**src/rtl/clock_ctrl_pkg.sv**
```systemverilog
`default_nettype none
// =============================================================================
// Module   : clock_ctrl_pkg
// Brief    : Shared mode encoding, field limits and helpers for the alarm clock.
// Revision : 1.0 - initial release
// =============================================================================
package clock_ctrl_pkg;

    typedef enum logic [2:0] {
        RUN         = 3'd0,
        SET_HOUR    = 3'd1,
        SET_MIN     = 3'd2,
        SET_AL_HOUR = 3'd3,
        SET_AL_MIN  = 3'd4
    } mode_t;

    localparam logic [4:0] HOUR_MAX = 5'd23;
    localparam logic [5:0] MIN_MAX  = 6'd59;
    localparam logic [5:0] SEC_MAX  = 6'd59;

    function automatic mode_t next_mode(input mode_t m);
        case (m)
            RUN:         return SET_HOUR;
            SET_HOUR:    return SET_MIN;
            SET_MIN:     return SET_AL_HOUR;
            SET_AL_HOUR: return SET_AL_MIN;
            default:     return RUN;
        endcase
    endfunction

    function automatic logic [5:0] wrap_inc(input logic [5:0] v, input logic [5:0] max);
        return (v >= max) ? 6'd0 : v + 6'd1;
    endfunction

endpackage
`default_nettype wire

```
**src/rtl/btn_edge.sv**
```systemverilog
`default_nettype none
// =============================================================================
// Module   : btn_edge
// Brief    : Registered rising-edge detector; history resets high so a held
//            button never produces an edge out of reset.
// Revision : 1.0 - initial release
// =============================================================================
module btn_edge (
    input  logic clk_in,
    input  logic reset,
    input  logic level_i,
    output logic edge_o
);

    logic prev_q;
    logic edge_q;

    always_ff @(posedge clk_in) begin
        if (reset) begin
            prev_q <= 1'b1;
            edge_q <= 1'b0;
        end else begin
            prev_q <= level_i;
            edge_q <= level_i & ~prev_q;
        end
    end

    assign edge_o = edge_q;

endmodule
`default_nettype wire

```
**src/rtl/clock_mode_controller.sv**
```systemverilog
`default_nettype none
// =============================================================================
// Module   : clock_mode_controller
// Brief    : Alarm clock time base, mode FSM, alarm ring. Optional snooze on
//            btn_inc while ringing when CLOCK_CTRL_SNOOZE_EN is defined.
// Revision : 1.0 - initial release
// =============================================================================
module clock_mode_controller
    import clock_ctrl_pkg::*;
#(
    parameter int RING_SECONDS   = 60,
    parameter int ALARM_RST_HOUR = 6,
    parameter int SNOOZE_MINUTES = 9
) (
    input  logic       clk_in,
    input  logic       reset,
    input  logic       tick_1hz,
    input  logic       btn_mode,
    input  logic       btn_inc,
    input  logic       btn_alarm,
    output logic [4:0] hours,
    output logic [5:0] minutes,
    output logic [5:0] seconds,
    output logic [4:0] alarm_hours,
    output logic [5:0] alarm_minutes,
    output logic [2:0] mode,
    output logic       blink,
    output logic       alarm_on,
    output logic       alarm_ring
);

    if (RING_SECONDS < 1 || RING_SECONDS > 255 || ALARM_RST_HOUR < 0 ||
        ALARM_RST_HOUR > 23 || SNOOZE_MINUTES < 1 || SNOOZE_MINUTES > 59) begin : g_param_check
        $error("clock_mode_controller: parameter out of range");
    end

    localparam logic [7:0] RING_LAST = 8'(RING_SECONDS - 1);

    logic w_mode_edge, w_inc_edge, w_alarm_edge, w_any_edge;

    btn_edge u_edge_mode  (.clk_in(clk_in), .reset(reset), .level_i(btn_mode),  .edge_o(w_mode_edge));
    btn_edge u_edge_inc   (.clk_in(clk_in), .reset(reset), .level_i(btn_inc),   .edge_o(w_inc_edge));
    btn_edge u_edge_alarm (.clk_in(clk_in), .reset(reset), .level_i(btn_alarm), .edge_o(w_alarm_edge));

    assign w_any_edge = w_mode_edge | w_inc_edge | w_alarm_edge;

    mode_t      mode_q, mode_d;
    logic [4:0] hours_q, hours_d, alarm_hours_q, alarm_hours_d;
    logic [5:0] minutes_q, minutes_d, seconds_q, seconds_d, alarm_minutes_q, alarm_minutes_d;
    logic       blink_q, blink_d, alarm_on_q, alarm_on_d, ring_q, ring_d;
    logic [7:0] ring_cnt_q, ring_cnt_d;
`ifdef CLOCK_CTRL_SNOOZE_EN
    localparam logic [11:0] SNOOZE_LOAD = 12'(SNOOZE_MINUTES * 60);
    logic [11:0] snooze_q, snooze_d;
`endif

    always_comb begin
        mode_d          = mode_q;
        hours_d         = hours_q;
        minutes_d       = minutes_q;
        seconds_d       = seconds_q;
        alarm_hours_d   = alarm_hours_q;
        alarm_minutes_d = alarm_minutes_q;
        blink_d         = blink_q;
        alarm_on_d      = alarm_on_q;
        ring_d          = ring_q;
        ring_cnt_d      = ring_cnt_q;
`ifdef CLOCK_CTRL_SNOOZE_EN
        snooze_d        = snooze_q;
`endif
        // While ringing, every button edge is swallowed as a dismiss.
        if (ring_q) begin
            if (w_any_edge) begin
                ring_d     = 1'b0;
                ring_cnt_d = '0;
`ifdef CLOCK_CTRL_SNOOZE_EN
                if (w_inc_edge) snooze_d = SNOOZE_LOAD;
`endif
            end else if (tick_1hz) begin
                if (ring_cnt_q == RING_LAST) begin
                    ring_d     = 1'b0;
                    ring_cnt_d = '0;
                end else begin
                    ring_cnt_d = ring_cnt_q + 8'd1;
                end
            end
        end else begin
            if (w_inc_edge) begin
                case (mode_q)
                    SET_HOUR:    hours_d         = 5'(wrap_inc({1'b0, hours_q}, {1'b0, HOUR_MAX}));
                    SET_MIN:     minutes_d       = wrap_inc(minutes_q, MIN_MAX);
                    SET_AL_HOUR: alarm_hours_d   = 5'(wrap_inc({1'b0, alarm_hours_q}, {1'b0, HOUR_MAX}));
                    SET_AL_MIN:  alarm_minutes_d = wrap_inc(alarm_minutes_q, MIN_MAX);
                    default: ;
                endcase
            end
            if (w_alarm_edge && mode_q == RUN) begin
                alarm_on_d = ~alarm_on_q;
`ifdef CLOCK_CTRL_SNOOZE_EN
                snooze_d   = '0;
`endif
            end
            if (w_mode_edge) begin
                mode_d = next_mode(mode_q);
                if (mode_q == SET_MIN) seconds_d = '0;
            end
        end

        if (tick_1hz && mode_q != SET_HOUR && mode_q != SET_MIN) begin
            seconds_d = wrap_inc(seconds_d, SEC_MAX);
            if (seconds_d == '0) begin
                minutes_d = wrap_inc(minutes_d, MIN_MAX);
                if (minutes_d == '0) hours_d = 5'(wrap_inc({1'b0, hours_d}, {1'b0, HOUR_MAX}));
            end
        end

        if (mode_d == RUN)          blink_d = 1'b0;
        else if (mode_d != mode_q)  blink_d = 1'b1;
        else if (tick_1hz)          blink_d = ~blink_q;

        // A mode edge in the same cycle keeps the FSM out of RUN, so no ring can start.
        if (!ring_q && tick_1hz && mode_q == RUN && mode_d == RUN && alarm_on_d &&
            hours_d == alarm_hours_d && minutes_d == alarm_minutes_d && seconds_d == '0) begin
            ring_d     = 1'b1;
            ring_cnt_d = '0;
`ifdef CLOCK_CTRL_SNOOZE_EN
            snooze_d   = '0;
`endif
        end
`ifdef CLOCK_CTRL_SNOOZE_EN
        else if (!ring_q && tick_1hz && snooze_d != '0) begin
            snooze_d = snooze_d - 12'd1;
            if (snooze_d == '0) begin
                ring_d     = 1'b1;
                ring_cnt_d = '0;
            end
        end
`endif
    end

    always_ff @(posedge clk_in) begin
        if (reset) begin
            mode_q          <= RUN;
            hours_q         <= '0;
            minutes_q       <= '0;
            seconds_q       <= '0;
            alarm_hours_q   <= 5'(ALARM_RST_HOUR);
            alarm_minutes_q <= '0;
            blink_q         <= 1'b0;
            alarm_on_q      <= 1'b0;
            ring_q          <= 1'b0;
            ring_cnt_q      <= '0;
`ifdef CLOCK_CTRL_SNOOZE_EN
            snooze_q        <= '0;
`endif
        end else begin
            mode_q          <= mode_d;
            hours_q         <= hours_d;
            minutes_q       <= minutes_d;
            seconds_q       <= seconds_d;
            alarm_hours_q   <= alarm_hours_d;
            alarm_minutes_q <= alarm_minutes_d;
            blink_q         <= blink_d;
            alarm_on_q      <= alarm_on_d;
            ring_q          <= ring_d;
            ring_cnt_q      <= ring_cnt_d;
`ifdef CLOCK_CTRL_SNOOZE_EN
            snooze_q        <= snooze_d;
`endif
        end
    end

    assign hours         = hours_q;
    assign minutes       = minutes_q;
    assign seconds       = seconds_q;
    assign alarm_hours   = alarm_hours_q;
    assign alarm_minutes = alarm_minutes_q;
    assign mode          = mode_q;
    assign blink         = blink_q;
    assign alarm_on      = alarm_on_q;
    assign alarm_ring    = ring_q;

endmodule
`default_nettype wire
```
**config.mk**
```make
export PLATFORM = sky130hd
export DESIGN_NAME = clock_mode_controller
export DESIGN_NICKNAME = d
export VERILOG_FILES = /design/src/rtl/clock_ctrl_pkg.sv /design/src/rtl/btn_edge.sv /design/src/rtl/clock_mode_controller.sv
export SDC_FILE = /design/constraint.sdc
export NUM_CORES = 1
export LEC_CHECK = 0
export CAP_MARGIN = 10
export CORE_MARGIN = 2
export CORE_UTILIZATION = 57
export CTS_CLUSTER_SIZE = 30
export DETAILED_ROUTE_END_ITERATION = 8
export PLACE_DENSITY = 0.86
export SYNTH_ARGS = -nofsm -noshare
export SYNTH_HDL_FRONTEND = slang
export SYNTH_SLANG_ARGS = --single-unit
```
**constraint.sdc**
```tcl
create_clock -name clk_in -period 4.8 [get_ports clk_in]
set_clock_uncertainty 0.15 [all_clocks]
set_input_delay 1.2 -clock clk_in [delete_from_list [all_inputs] [get_ports clk_in]]
set_output_delay 1.2 -clock clk_in [all_outputs]
set_load 0.01 [all_outputs]
```
Yosys cells after proc, flatten, opt, wreduce, memory -nomap -nowiden
Cells that the tools add are included.

cells by class
  $add $sub $neg = 8
  $mul = 0
  divide/modulo/power cells = 0
  order comparisons = 7
  equality and inequality tests = 10
  shift-type cells = 0
  muxes and demuxes = 43
  bitwise operators = 10
  reduce and logical (&&, ||, !) cells = 21

operators by type and width
  cell                                                              count
  6-bit 2-to-1 mux                                                  16
  5-bit 2-to-1 mux                                                  12
  6-bit by 1-bit adder with 6-bit output (second input constant)    4
  6-bit greater-or-equal comparator (second input constant)         4
  8-bit 2-to-1 mux                                                  3
  6-bit logical NOT                                                 3
  5-bit by 1-bit adder with 5-bit output (second input constant)    3
  5-bit greater-or-equal comparator (second input constant)         3
  3-bit case mux with 4 select lines                                1
  1-bit logical AND                                                 10
  1-bit 2-to-1 mux                                                  9
  8-bit by 1-bit adder with 8-bit output (second input constant)    1
  8-bit by 6-bit == test with 1-bit output (second input constant)  1
  3-bit by 2-bit == test with 1-bit output (second input constant)  2
  6-bit == test                                                     1
  3-bit logical NOT                                                 2
  3-bit 2-to-1 mux                                                  2
  5-bit == test                                                     1
  1-bit NOT                                                         5
  2-bit nonzero test                                                2
  2-bit OR reduction                                                2
  1-bit AND                                                         3
  3-bit by 1-bit == test with 1-bit output (second input constant)  1
  3-bit == test (second input constant)                             1
  6 further kinds                                                   7

storage, ports and cells
  register bits = 48
  bits in latches = 0
  memory bits (writable) = 0
  bits in read-only memories = 0
  input bits = 6
  output and inout bits = 34
  memories kept = 0

Depth between registers and ports, before layout
  depth after elaboration = 16
  gate-level depth with buffers = 20
  gate-level depth less buffers = 16

Hierarchy
A second synthesis with hierarchy kept.

unflattened totals
  cells, all modules = 484
  area total of the unflattened synthesis = 3648.5 um^2

by module, submodules not included
  module                 times used  cells each  area each (um^2)  sequential area each (um^2)
  clock_mode_controller  1           472         3472.1            840.8
  btn_edge               3           4           58.8              40.0

Least setup slack after synthesis
OpenSTA, ideal clock, no wires.

  path type = register -> register
  from = register mode_q[1] (netlist: mode[1])
  to = register ring_cnt_q[0]
  arrival = 4.002 ns
  required time = 4.522 ns
  setup slack = 0.520 ns
  stages on the path, launching flop included = 21
  buffers on the path = 5
  cell sequence = dfxtp_1 buf_2 nor2b_1 buf_2 nand3_1 clkbuf_1 and2_1 ha_1 clkbuf_1 o21ai_0 o21ai_0 o211ai_1 a211o_1 buf_4 a31oi_1 nand2_1 o21ai_0 a21oi_1 nand4b_1 o31ai_4 nor2_1

between the ends
  longest elaborated chain between the ends = 15

RTL lines
  item                                                                                         line                                                                             text
  start, declared                                                                              clock_mode_controller.sv:47                                                      mode_t mode_q, mode_d;
  start signal, assigned                                                                       clock_mode_controller.sv:157                                                     mode_q <= mode_d;
  3-bit by 2-bit == test with 1-bit output                                                     clock_ctrl_pkg.sv:22, clock_mode_controller.sv:89, clock_mode_controller.sv:105
  6-bit 2-to-1 mux                                                                             clock_mode_controller.sv:89                                                      case (mode_q)
  6-bit 2-to-1 mux                                                                             clock_mode_controller.sv:88                                                      if (w_inc_edge) begin
  6-bit 2-to-1 mux                                                                             clock_mode_controller.sv:72                                                      if (ring_q) begin
  6-bit by 1-bit adder with 6-bit output or 6-bit greater-or-equal comparator (tied branches)  clock_ctrl_pkg.sv:32                                                             return (v >= max) ? 6'd0 : v + 6'd1;
  6-bit 2-to-1 mux                                                                             clock_ctrl_pkg.sv:32
  6-bit logical NOT                                                                            clock_mode_controller.sv:113                                                     if (minutes_d == '0) hours_d = 5'(wrap_inc({1'b0, hours_d}, {1'b0, HOUR_MAX}));
  5-bit 2-to-1 mux                                                                             clock_mode_controller.sv:113
  5-bit 2-to-1 mux                                                                             clock_mode_controller.sv:111                                                     if (seconds_d == '0) begin
  5-bit 2-to-1 mux                                                                             clock_mode_controller.sv:109                                                     if (tick_1hz && mode_q != SET_HOUR && mode_q != SET_MIN) begin
  5-bit == test                                                                                clock_mode_controller.sv:123                                                     hours_d == alarm_hours_d && minutes_d == alarm_minutes_d && seconds_d == '0) begin
  1-bit logical AND                                                                            clock_mode_controller.sv:122                                                     if (!ring_q && tick_1hz && mode_q == RUN && mode_d == RUN && alarm_on_d &&
  1-bit logical AND                                                                            clock_mode_controller.sv:123
  1-bit logical AND (*)                                                                        clock_mode_controller.sv:123
  2-bit OR reduction (no source line) (*)                                                      n/a
  end signal, assigned                                                                         clock_mode_controller.sv:166                                                     ring_cnt_q <= ring_cnt_d;
  end, declared                                                                                clock_mode_controller.sv:51                                                      logic [7:0] ring_cnt_q, ring_cnt_d;

Every way passes the cells marked *; elsewhere a longest branch is shown, timed or not.
A chain may end at the register's enable or synchronous reset.

Final worst setup path
  from = register mode_q[0] (netlist: mode[0])
  to = register ring_cnt_q[5]

The elaborated chain is that of the path after synthesis.

==> impl_metrics.csv <==
group,metric,value,unit
sta,worstMarginPinSlew,0.613,ns
finish,n_antenna_cell,0,
sta,rsz0062_at_grt,"no",
synthesis,synth_edf_count,0,
worst_setup_path,end_kind,"register",
worst_setup_path,worst_setup_path_start_kind,"register",
pwr,p_sw_share,28.1,%
sta,post-route-period-util,93.3,%
detailed_routing,first_iter_violations,353,
synthesis,async_reset_ff_share,0,%
worst_setup_path,worstPathCellList,"nor2_1, nand3_1, and2_1, ha_1, o21ai_0, o21ai_0, o211ai_1, a211o_1, a31oi_1, a21oi_1, a211oi_1, and3_1, o2111ai_1, o31ai_4, nor2_1",
die,std_cell_rows,28,
die,die_h,82.6,um
finish,area_growth,16.0,%
worst_setup_path,crit_type,"register to register",
placed_design,dp_hpwl,6970,um
clock_network,post_cts_buffers,0,
detailed_routing,vias,3766,
sta,slew_headroom,58.9,%
die,fp.dieArea,6830,um^2
worst_setup_path,cp.arrival,4.52,ns
grt,grt_pass1_vias,3320,
clock_network,clkLatencyLatePin,0.31,ns
clock_network,clkSlewWorstSetupHoldPaths,0.09,ns
pwr,peakVddDrop,0.194,mV
die,start_util,59.2,%
synthesis,yosysMostFrequentCell,"nor2_1",
synthesis,seq_area_frac_synth,27.3,%
min_path,hold_path_class,"register to register",
die,core_area,5960,um^2
synthesis,synth_seq_cells,48,
sta,final.min_clock_period,4.48,ns
sta,slew_viol_final,0,
clock_network,cts_max_level,2,
detailed_routing,via_per_inst,6.45,
finish,drive_above_1_share,7.47,%
synthesis,yosys_warnings,0,
job,max-cap-violations,0,
clock_network,root_buffer,"clkbuf_8",
pwr,p_per_area,195,nW/um^2
synthesis,syn_inst,474,
worst_setup_path,crit_family,"compound AO/OA/AOI/OAI gates",
pwr,p_sw,0.000225,W
synthesis,yosysUniqueCellTypes,69,
worst_setup_path,critical_path_required,4.84,ns
clock_network,cts_tree,"done",
worst_setup_path,cp_max_fo,14,
synthesis,synth_area,3520,um^2
grt,grt_pass1_wl,15200,um
clock_network,ctsResizeCount,0,
die,design.portCount,40,
sta,hold_viol_final,0,
sta,max_freq,223,MHz
synthesis,synth.net_count,488,
grt,grt_overflow,0,
finish,fin_area,4090,um^2
worst_setup_path,crit_buf_inv,0,
placed_design,placed_area,3990,um^2
synthesis,yosysTopAreaCell,"dfxtp_1",
worst_setup_path,cpPeakStageDelay,0.66,ns
grt,track_usage,28.4,%
detailed_routing,drt_wl_total,9330,um
detailed_routing,ant_nets,0,
grt,grt_max_degree,21,
detailed_routing,avgRoutedWirePerCell,16.0,um
grt,antenna_found_initial,0,
worst_setup_path,crit_slowest_cell,"dfxtp_1",
clock_network,clock_tree.buffer_depth,2,
synthesis,synth_top_cells_by_area,"dfxtp_1 (27%), nor2_1 (5.5%), a21oi_1 (5.3%), nand2_1 (5.2%), xnor2_1 (3.5%)",
placed_design,globalplace.congestion,0.986,
synthesis,syn_avg_cell_area,7.43,um^2
pwr,p_seq_share,52.3,%
clock_network,ctsHoldBuffers,0,
pwr,comb_power_share,14.8,%
pwr,power.leakage,1.54,nW
die,die_x,82.6,um
finish,final_nets,522,
sta,setup_viol,0,
clock_network,cts_buffers,5,
sta,setup-tns-final,0,ns
detailed_routing,firstDrtPassIters,5,
pwr,clock_power_share,32.9,%
pwr,p_int,0.000574,W
detailed_routing,drc_errors,0,
placed_design,port_buffers,39,
clock_network,cts_sinks,48,
outcome,status,"finished, final reports clean",
synthesis,synth_top_area_share,27.3,%
synthesis,yosys-top-cells-count,"nor2_1 (52), nand2_1 (49), dfxtp_1 (48), a21oi_1 (37), o21ai_0 (24)",
synthesis,synthFlopType,"dfxtp_1",
## metrics by stage
stage                     power (W)  hold WS [ns]  setup slack, ns  instances  utilization, %
after CTS                  0.000798         0.246            0.365        584            68.6
final                      0.000799         0.243            0.320        584            68.6
after detailed placement   0.000542         0.231            0.186        576            67.0
after global routing       0.000829         0.252          0.00396        584            68.6
after floorplan            0.000500         0.222            0.520        474               -
after global placement     0.000540         0.228            0.273        576            67.0
## cell type report
type | instances | area [um^2]
Tap cell | 75 | 93.8
Multi-Input combinational cell | 388 | 2400
Sequential cell | 48 | 961
Clock inverter | 2 | 15.0
Timing Repair Buffer | 51 | 480
Clock buffer | 6 | 82.6
Inverter | 14 | 52.6
Fill cell | 495 | 1870
## worst paths after layout
kind	slack, ns	cells past startpoint	from	to
worst max-delay path	0.32	15	mode[0]	ring_cnt_q[5]
worst min-delay path	0.24	1	u_edge_alarm.prev_q	u_edge_alarm.edge_o
worst min register to register	0.24	1	u_edge_alarm.prev_q	u_edge_alarm.edge_o
worst max register to register	0.32	15	mode[0]	ring_cnt_q[5]
## cells in the final DEF, fill, tap and decap left out, types with 12 or more instances in the layout
cell,count
a21oi_1,37
and3_1,12
buf_4,12
clkdlybuf4s50_1,39
dfxtp_1,48
inv_1,14
nand2_1,49
nand3_1,21
nor2_1,52
nor3_1,21
o21ai_0,24
xnor2_1,14
## flip-flops by register name, summed over array words and instances (netlist names), 3 cells and up
signal / flops
ring_cnt_q: 8
alarm_minutes: 6
minutes: 6
seconds: 6
alarm_hours: 5
hours: 5
mode: 3
## cell families (layout without fill, tap and decap cells)
| logic type | Yosys count | after routing | synth area share [%] |
|---|---|---|---|
| muxes | 9 | 9 | 2.56 |
| DFF | 48 | 48 | 27.3 |
| buffers and inverters | 38 | 73 | 4.58 |
| AOI/OAI and AO/OA | 136 | 136 | 26.8 |
| adders and majority gates | 8 | 8 | 2.84 |
| xor gates and xnor gates | 18 | 18 | 4.47 |
| and+or+nand+nor | 217 | 217 | 31.5 |
## metal layers
layer / global-route usage (%) / wire length [um]
met1: 38.6 / 4140
met2: 46.8 / 4390
met3: 3.80 / 668
met4: 8.52 / 144
met5: 0 / 0
## worst register-to-register path: cells and delay by family, from the launching register on
family / cells / cell delay, ns
and+or+nand+nor: 5 / 0.79
DFF: 1 / 0.66
AOI/OAI and AO/OA: 9 / 2.40
adders and majority gates: 1 / 0.35
## power groups by stage
stage | Clock, W | Sequential (W) | Combinational [W]
2_1_floorplan | 0 | 0.000426 | 0.0000738
3_3_place_gp | 0 | 0.000426 | 0.000114
3_5_place_dp | 0 | 0.000427 | 0.000115
4_1_cts | 0.000263 | 0.000418 | 0.000116
5_1_grt | 0.000280 | 0.000419 | 0.000129
6_report | 0.000262 | 0.000418 | 0.000118
No activity file was read; power rests on OpenSTA's default activity.
